## config.mk

```make
export PLATFORM = sky130hd
export DESIGN_NAME = mem_arbiter
export DESIGN_NICKNAME = d
export VERILOG_FILES = /design/src/rtl/riscv_pkg.sv /design/src/rtl/mem_arbiter.sv
export SDC_FILE = /design/constraint.sdc
export NUM_CORES = 1
export LEC_CHECK = 0
export CAP_MARGIN = 0
export CORE_MARGIN = 5
export CORE_UTILIZATION = 45
export DETAILED_ROUTE_END_ITERATION = 6
export PLACE_DENSITY = 0.86
export SLEW_MARGIN = 20
export SYNTH_ARGS = -nofsm -noshare
export SYNTH_HDL_FRONTEND = slang
export SYNTH_SLANG_ARGS = --single-unit
```

## constraint.sdc

```tcl
create_clock -name clk_i -period 4.45 [get_ports clk_i]
set_clock_uncertainty 0.05 [all_clocks]
set_input_delay 0.89 -clock clk_i [delete_from_list [all_inputs] [get_ports clk_i]]
set_output_delay 0.89 -clock clk_i [all_outputs]
set_load 0.01 [all_outputs]
```

## src/rtl/riscv_pkg.sv

```systemverilog
// Shared types and constants for the instruction/data memory arbiter.
// The FSM state and owner encodings live here so benches and RTL agree on them.
package riscv_pkg;

    localparam int XLEN             = 32;
    localparam int ARB_STARVE_LIMIT = 4;

    typedef enum logic [1:0] {
        IDLE  = 2'd0,
        ISSUE = 2'd1,
        WAIT  = 2'd2
    } arb_state_e;

    typedef enum logic {
        OWN_IF = 1'b0,
        OWN_LS = 1'b1
    } arb_owner_e;

endpackage : riscv_pkg

```

## src/rtl/mem_arbiter.sv

```systemverilog
// Shares one single-outstanding memory port between instruction fetch and load/store.
// Load/store has priority; a saturating counter forces a fetch grant after STARVE_LIMIT back-to-back ls grants.
module mem_arbiter
    import riscv_pkg::*;
#(
    parameter int STARVE_LIMIT = ARB_STARVE_LIMIT
) (
    input  logic            clk_i,
    input  logic            rstn_i,

    input  logic            if_req_valid_i,
    output logic            if_req_ready_o,
    input  logic [XLEN-1:0] if_req_addr_i,
    output logic            if_rsp_valid_o,
    output logic [XLEN-1:0] if_rsp_data_o,

    input  logic            ls_req_valid_i,
    output logic            ls_req_ready_o,
    input  logic [XLEN-1:0] ls_req_addr_i,
    input  logic            ls_req_we_i,
    input  logic [XLEN-1:0] ls_req_wdata_i,
    input  logic [3:0]      ls_req_be_i,
    output logic            ls_rsp_valid_o,
    output logic [XLEN-1:0] ls_rsp_data_o,

    output logic            mem_req_valid_o,
    input  logic            mem_req_ready_i,
    output logic [XLEN-1:0] mem_req_addr_o,
    output logic            mem_req_we_o,
    output logic [XLEN-1:0] mem_req_wdata_o,
    output logic [3:0]      mem_req_be_o,
    input  logic            mem_rsp_valid_i,
    input  logic [XLEN-1:0] mem_rsp_data_i
);

    localparam int                CNT_W      = (STARVE_LIMIT < 1) ? 1 : $clog2(STARVE_LIMIT + 1);
    localparam logic [CNT_W-1:0]  STARVE_MAX = CNT_W'(STARVE_LIMIT);

    arb_state_e        state_q, state_d;
    arb_owner_e        owner_q, owner_d;
    logic [CNT_W-1:0]  starve_q, starve_d;
    logic [XLEN-1:0]   addr_q, addr_d;
    logic              we_q, we_d;
    logic [XLEN-1:0]   wdata_q, wdata_d;
    logic [3:0]        be_q, be_d;
    logic              if_rsp_valid_q, if_rsp_valid_d;
    logic              ls_rsp_valid_q, ls_rsp_valid_d;
    logic [XLEN-1:0]   if_rsp_data_q, if_rsp_data_d;
    logic [XLEN-1:0]   ls_rsp_data_q, ls_rsp_data_d;

    logic idle;
    logic fetch_wins;
    logic if_grant;
    logic ls_grant;

    // Arbitration is resolved in the same IDLE cycle the requests are seen.
    always_comb begin
        idle       = (state_q == IDLE);
        fetch_wins = if_req_valid_i && (!ls_req_valid_i || (starve_q == STARVE_MAX));
        if_grant   = idle && fetch_wins;
        ls_grant   = idle && ls_req_valid_i && !fetch_wins;
    end

    always_comb begin
        // NOTE: every variable gets a default first so no path can leave it unassigned and infer a latch.
        state_d        = state_q;
        owner_d        = owner_q;
        addr_d         = addr_q;
        we_d           = we_q;
        wdata_d        = wdata_q;
        be_d           = be_q;
        if_rsp_valid_d = 1'b0;
        ls_rsp_valid_d = 1'b0;
        if_rsp_data_d  = if_rsp_data_q;
        ls_rsp_data_d  = ls_rsp_data_q;

        case (state_q)
            IDLE: begin
                if (if_grant) begin
                    state_d = ISSUE;
                    owner_d = OWN_IF;
                    addr_d  = {if_req_addr_i[XLEN-1:2], 2'b00};
                    we_d    = 1'b0;
                    wdata_d = '0;
                    be_d    = 4'hF;
                end else if (ls_grant) begin
                    state_d = ISSUE;
                    owner_d = OWN_LS;
                    addr_d  = ls_req_addr_i;
                    we_d    = ls_req_we_i;
                    wdata_d = ls_req_wdata_i;
                    be_d    = ls_req_be_i;
                end
            end
            ISSUE: begin
                // A response seen here belongs to nothing and is dropped.
                if (mem_req_ready_i) state_d = WAIT;
            end
            WAIT: begin
                if (mem_rsp_valid_i) begin
                    state_d = IDLE;
                    if (owner_q == OWN_IF) begin
                        if_rsp_valid_d = 1'b1;
                        if_rsp_data_d  = we_q ? '0 : mem_rsp_data_i;
                    end else begin
                        ls_rsp_valid_d = 1'b1;
                        ls_rsp_data_d  = we_q ? '0 : mem_rsp_data_i;
                    end
                end
            end
            default: state_d = IDLE;
        endcase
    end

    // Starvation counter only moves in IDLE; a quiet fetch side resets it.
    always_comb begin
        starve_d = starve_q;
        if (idle) begin
            if (if_grant || !if_req_valid_i) begin
                starve_d = '0;
            end else if (ls_grant && (starve_q != STARVE_MAX)) begin
                starve_d = starve_q + 1'b1;
            end
        end
    end

    always_ff @(posedge clk_i or negedge rstn_i) begin
        if (!rstn_i) begin
            state_q        <= IDLE;
            owner_q        <= OWN_IF;
            starve_q       <= '0;
            addr_q         <= '0;
            we_q           <= 1'b0;
            wdata_q        <= '0;
            be_q           <= '0;
            if_rsp_valid_q <= 1'b0;
            ls_rsp_valid_q <= 1'b0;
            if_rsp_data_q  <= '0;
            ls_rsp_data_q  <= '0;
        end else begin
            // NOTE: non-blocking assignments so every flop samples the pre-edge values of its peers.
            state_q        <= state_d;
            owner_q        <= owner_d;
            starve_q       <= starve_d;
            addr_q         <= addr_d;
            we_q           <= we_d;
            wdata_q        <= wdata_d;
            be_q           <= be_d;
            if_rsp_valid_q <= if_rsp_valid_d;
            ls_rsp_valid_q <= ls_rsp_valid_d;
            if_rsp_data_q  <= if_rsp_data_d;
            ls_rsp_data_q  <= ls_rsp_data_d;
        end
    end

    assign if_req_ready_o  = if_grant;
    assign ls_req_ready_o  = ls_grant;
    assign if_rsp_valid_o  = if_rsp_valid_q;
    assign if_rsp_data_o   = if_rsp_data_q;
    assign ls_rsp_valid_o  = ls_rsp_valid_q;
    assign ls_rsp_data_o   = ls_rsp_data_q;
    assign mem_req_valid_o = (state_q == ISSUE);
    assign mem_req_addr_o  = addr_q;
    assign mem_req_we_o    = we_q;
    assign mem_req_wdata_o = wdata_q;
    assign mem_req_be_o    = be_q;

endmodule : mem_arbiter

```

==> results of run 1 <==
## power breakdown
part	switching [mW]	internal, mW
logic	1.17	1.74
clock network	0.517	0.851
registers	0.337	1.85
## cells by family (layout without fill, tap and decap cells)
kind of cell    Yosys count  after routing  share of synthesized area, %
fa+ha+maj                 2              2                         0.422
compound gates          113            113                          11.9
simple gates            127            127                          10.1
flops                   141            141                          59.5
mux                      60             60                          14.4
buf+inv                  40            319                          3.61
## flip-flops by register name, summed over array words and instances (netlist names)
register / count
if_rsp_valid_o: 1
state_q: 2
if_rsp_data_o: 32
mem_req_we_o: 1
mem_req_addr_o: 32
mem_req_wdata_o: 32
mem_req_be_o: 4
ls_rsp_data_o: 32
starve_q: 3
owner_q: 1
ls_rsp_valid_o: 1
## worst max-delay path, stage by stage
cell,delay [ns]
clkdlybuf4s50_1,0.62
nor3b_2,0.50
nand2_1,0.22
inv_1,0.12
clkdlybuf4s50_1,0.55
## cell usage in the layout, fill, tap and decap left out, types with 2 or more instances in the layout
cell type / n
buf_4: 7
nand2_1: 79
bufinv_16: 2
clkbuf_1: 2
clkdlybuf4s50_1: 273
mux2_2: 12
a21oi_1: 6
o22a_1: 3
ha_1: 2
inv_1: 7
clkbuf_16: 17
clkbuf_8: 2
nor2_1: 6
a22o_1: 31
o21ai_0: 69
nand3_1: 2
clkinv_2: 3
dfrtp_1: 141
nand2b_1: 33
clkinvlp_4: 3
mux2_4: 48
## through the flow
step,power [mW],area [µm²],setup WS [ns],hold slack (ns),instances
after global placement,5.00,8770,0.718,0.410,907
final,6.46,9350,0.612,0.427,938
after floorplan,3.59,5930,1.81,0.429,483
after CTS,6.52,9340,0.649,0.432,938
after detailed placement,5.12,8770,0.656,0.419,907
after global routing,6.83,9350,0.484,0.462,938
## synth_stat cells
master and n:
dfrtp_1 141, nand2_1 79, o21ai_0 70, mux2_4 48, nand2b_1 33, a22o_1 31
clkbuf_1 21, mux2_2 12, buf_2 7, inv_1 7, a21oi_1 6, nor2_1 6
buf_6 3, nand3_1 3, o22a_1 3, buf_12 2, ha_1 2, a21bo_2 1
a41o_1 1, nand4_1 1, nand4b_1 1, nand4bb_1 1, nor3b_2 1, nor4b_1 1
o21a_1 1, or3b_1 1
## worst max-delay path by stage
stage                         from             end  cells after the start
detailed placement  ls_req_valid_i  ls_req_ready_o                      5
CTS                 ls_req_valid_i  ls_req_ready_o                      5
finish              ls_req_valid_i  ls_req_ready_o                      5
global placement    ls_req_valid_i  ls_req_ready_o                      5
floorplan           if_req_valid_i  if_req_ready_o                      4
global route        ls_req_valid_i  ls_req_ready_o                      5
## layer usage
layer | wire length [µm] | global-route usage [%] | part of all wire [%] | up-vias
li1 | - | - | - | 2190
met1 | 6840 | 26.7 | 41 | 2261
met2 | 8300 | 35.8 | 50 | 218
met3 | 1170 | 6.86 | 7.0 | 31
met4 | 368 | 7.67 | 2.2 | 0
met5 | 0 | 0 | 0 | -
## final cells by class
type | instances | area (µm²)
multi-input cells | 302 | 2210
well taps | 176 | 220
repair buffers | 281 | 2800
flip-flops and latches | 141 | 3530
clock buffers | 21 | 460
fillers | 856 | 3730
clock inverters | 10 | 115
inverters | 7 | 26.3
==> flow_summary.yaml, run 1 <==
run_status:
  status: "completed"
sta:
  final_max_slew_viol_count: 0
  post-route-period-util_pct: 86.2
  finalSetupViolCount: 0
  post-route-min-period_ns: 3.84
  finalHoldViolations: 0
  fin_setup_tns_ns: 0
  slew_headroom_pct: 45.4
  rsz0062_at_grt: "no"
  timing.fmax_mhz: 261
  worst_pin_slew_ns: 0.816
route:
  final_antenna_net_count: 0
  wl_per_cell_um: 17.8
  vias: 4700
  post_drt_via_cell_ratio: 5.01
  drc: 0
  drt-initial-drc-count: 250
  wl_um: 16700
  first_pass_iters: 4
worst_setup_path:
  worst-r2r-cell-count: 4
  crit-reg2reg-launch: "state_q[0]"
  critPathMaxFanout: 8
  cp.required_ns: 3.51
  start_kind: "primary input"
  r2r-end: "if_rsp_data_o[21]"
  critPathArrivalTime_ns: 2.90
  critPathKind: "in2out"
  r2r_slack_ns: 2.32
  end_kind: "output pin"
floorplanning:
  die-area_mm2: 0.0156
  core-area_mm2: 0.0131
  fp.dieH_um: 125
  row_count: 42
  start_util_pct: 45.3
  num_io_pins: 277
  die-width_um: 125
yosys:
  netlist_instances: 483
  syn_nets: 624
  synth.cell_area_mm2: 0.00593
  ys_ff_latch: 141
  synth.distinct_cells: 26
  netlist.top_cell.by_area: "dfrtp_1"
  yosysWarnings: 0
  ys_seq_area_share_pct: 59.5
  netlist_top_cells_area: "dfrtp_1 (60%), mux2_4 (12%), o21ai_0 (5.9%)"
  postSynthAreaPerCell_um2: 12.3
  yosys.area.top_type_share_pct: 59.5
clocking:
  cts_tree: "done"
  cts_max_level: 4
  cts_sinks: 141
  cts_resized: 0
  clock-root-buffer: "clkbuf_16"
  cts_made_buffers: 17
  worstSkewPairLatency_ns: 0.41
  post-cts-setup-buffers: 0
  clockBufferDepth: 2
  ctsHoldBuffers: 0
  clk_pin_slew_ns: 0.06
global_routing:
  grt_pass1_wl_um: 27000
  grtUsageTotal_pct: 21.6
  grt_pass1_vias: 5002
  grt_max_degree: 79
  grt-ovfl-total: 0
  antenna_found_initial: 0
placed_design:
  gp_congestion: 0.857
  portBuffers: 274
  hpwlAfterDp_um: 12200
power:
  vdd_drop_max_mv: 0.388
  powerDensity_mw_per_mm2: 691
  p_leak_nw: 4.23
min_path:
  hold_depth: 2
  min_to: "if_rsp_data_o[19]"
  hold_path.class: "reg2reg"
  min_from: "if_rsp_data_o[19]"
cells_and_area:
  drive_gt1_share_pct: 13.5
  nets: 891
  antennaDiodeCount: 0
  syn_to_final_growth_pct: 57.9
  postLayoutCoreUtil_pct: 71.5
flow_run:
  maxCapViolCount: 0
Power figures use the tool's default switching activity.
==> run 2, diff against run 1 <==
--- a/config.mk
+++ b/config.mk
@@ -9,6 +9,7 @@
 export CORE_MARGIN = 5
 export CORE_UTILIZATION = 45
 export DETAILED_ROUTE_END_ITERATION = 6
+export GPL_ROUTABILITY_DRIVEN = 0
 export PLACE_DENSITY = 0.86
 export SLEW_MARGIN = 20
 export SYNTH_ARGS = -nofsm -noshare
==> results of run 2 <==
Same layout as run 1: the final DEF is identical, and so are final timing and power.
==> run 3, diff against run 2 <==
--- a/config.mk
+++ b/config.mk
@@ -11,7 +11,6 @@
 export DETAILED_ROUTE_END_ITERATION = 6
 export GPL_ROUTABILITY_DRIVEN = 0
 export PLACE_DENSITY = 0.86
-export SLEW_MARGIN = 20
 export SYNTH_ARGS = -nofsm -noshare
 export SYNTH_HDL_FRONTEND = slang
 export SYNTH_SLANG_ARGS = --single-unit
==> run 3 against run 2 <==
Effect of this change:
- clock power hardly changed
- clock-buffer cell count unchanged
- via count is 0.94% lower
- register-to-register slack got worse by 0.25 ns
- combinational power barely moved
- non-clock buffer count unchanged
- routed wire length is essentially flat
- global-route usage stayed put
- first-iteration DRC count up 10%
- setup slack improved by 0.039 ns
- largest cell class unchanged
- largest power group unchanged
==> flow_summary.yaml, run 3 (same netlist as run 1, synthesis figures left out) <==
run_status:
  status: "completed"
clocking:
  cts_made_buffers: 17
  cts_tree: "done"
  cts_max_level: 4
  cts_resized: 0
  worstSkewPairLatency_ns: 0.41
  clock-root-buffer: "clkbuf_16"
  cts_sinks: 141
  post-cts-setup-buffers: 0
  clk_pin_slew_ns: 0.05
  ctsHoldBuffers: 0
  clockBufferDepth: 2
route:
  post_drt_via_cell_ratio: 4.96
  drc: 0
  wl_um: 16700
  final_antenna_net_count: 0
  first_pass_iters: 4
  drt-initial-drc-count: 276
  vias: 4656
  wl_per_cell_um: 17.8
worst_setup_path:
  cp.required_ns: 3.51
  end_kind: "output pin"
  crit_start: "ls_req_valid_i"
  r2r_slack_ns: 2.07
  critPathArrivalTime_ns: 2.86
  critPathMaxFanout: 8
  critPathKind: "in2out"
  crit-reg2reg-launch: "state_q[1]"
  start_kind: "primary input"
cells_and_area:
  multi_input_area_mm2: 0.00220
  antennaDiodeCount: 0
  final_area_mm2: 0.00934
  nets: 891
  seq_area_mm2: 0.00353
  final_cell_mix: "clkdlybuf4s50_1 (273), dfrtp_1 (141), nand2_1 (79), o21ai_0 (69), mux2_4 (48)"
  n_fill_cell: 858
  final_common_cell: "clkdlybuf4s50_1"
  drive_gt1_share_pct: 13.5
  syn_to_final_growth_pct: 57.7
  postLayoutCoreUtil_pct: 71.4
  layout.cells.non_filler: 938
power:
  powerDensity_mw_per_mm2: 692
  internal-power_mw: 4.44
  power_switching_mw: 2.02
  clockPowerShare_pct: 21.2
  power_mw: 6.46
  p_leak_nw: 4.23
  power_frac_comb_pct: 45.0
  p_sw_share_pct: 31.2
  vdd_drop_max_mv: 0.390
  seqPwrFrac_pct: 33.8
global_routing:
  grt-ovfl-total: 0
  grt_pass1_wl_um: 27000
  grtUsageTotal_pct: 21.6
  antenna_found_initial: 0
  grt_max_degree: 79
  grt_pass1_vias: 5002
floorplanning:
  row_count: 42
  core-area_mm2: 0.0131
  fp.dieH_um: 125
  start_util_pct: 45.3
  die-width_um: 125
  die-area_mm2: 0.0156
  num_io_pins: 277
sta:
  fin_ws_ns: 0.651
  finalSetupViolCount: 0
  slew_headroom_pct: 17.4
  timing.fmax_mhz: 263
  rsz0062_at_grt: "no"
  fin_setup_tns_ns: 0
  finalHoldViolations: 0
  fin_hold_ws_ns: 0.427
  post-route-min-period_ns: 3.80
  worst_pin_slew_ns: 1.24
  post-route-period-util_pct: 85.4
  final_max_slew_viol_count: 0
placed_design:
  dp_slack_ns: 0.656
  dp.cells: 907
  placed_cell_area_mm2: 0.00877
  portBuffers: 274
  hpwlAfterDp_um: 12200
min_path:
  hold_path.class: "reg2reg"
  min_from: "if_rsp_data_o[3]"
flow_run:
  maxCapViolCount: 0
-- run 3: worst paths after layout --
path                                      to  cells after the start
hold reg to reg             if_rsp_data_o[3]                      2
min in group asynchronous  if_rsp_data_o[28]                      1
setup reg to reg           mem_req_addr_o[2]                      3
max in group asynchronous   ls_rsp_data_o[9]                      2
setup / recovery              ls_req_ready_o                      5
hold / removal              if_rsp_data_o[3]                      2
-- run 3: routing by layer --
layer | share of wire (%) | vias up | routed length (µm) | GRT usage, %
met5 | 0 | - | 0 | 0
met4 | 2.2 | 0 | 368 | 7.67
met3 | 6.9 | 31 | 1150 | 6.86
met2 | 49 | 201 | 8230 | 35.8
met1 | 42 | 2234 | 6940 | 26.7
li1 | - | 2190 | - | -
-- run 3: final cells by class --
class / count / area share (%)
clock inverter: 10 / 1.23
timing repair buffer: 281 / 29.9
inverter: 7 / 0.281
multi-input combinational: 302 / 23.5
clock buffer: 21 / 4.93
sequential: 141 / 37.8
tap: 176 / 2.36
-- run 3: power groups by stage --
| stage | Combinational [mW] | Sequential, mW | Clock (mW) |
|---|---|---|---|
| after floorplan | 1.19 | 2.40 | 0 |
| after global placement | 2.84 | 2.17 | 0 |
| final | 2.91 | 2.18 | 1.37 |
| after CTS | 2.94 | 2.19 | 1.39 |
| after global routing | 3.11 | 2.26 | 1.45 |
| after detailed placement | 2.93 | 2.19 | 0 |
-- run 3: critical path, cell delays in order --
cell	delay [ns]
clkdlybuf4s50_1	0.60
nor3b_2	0.49
nand2_1	0.22
inv_1	0.12
clkdlybuf4s50_1	0.55
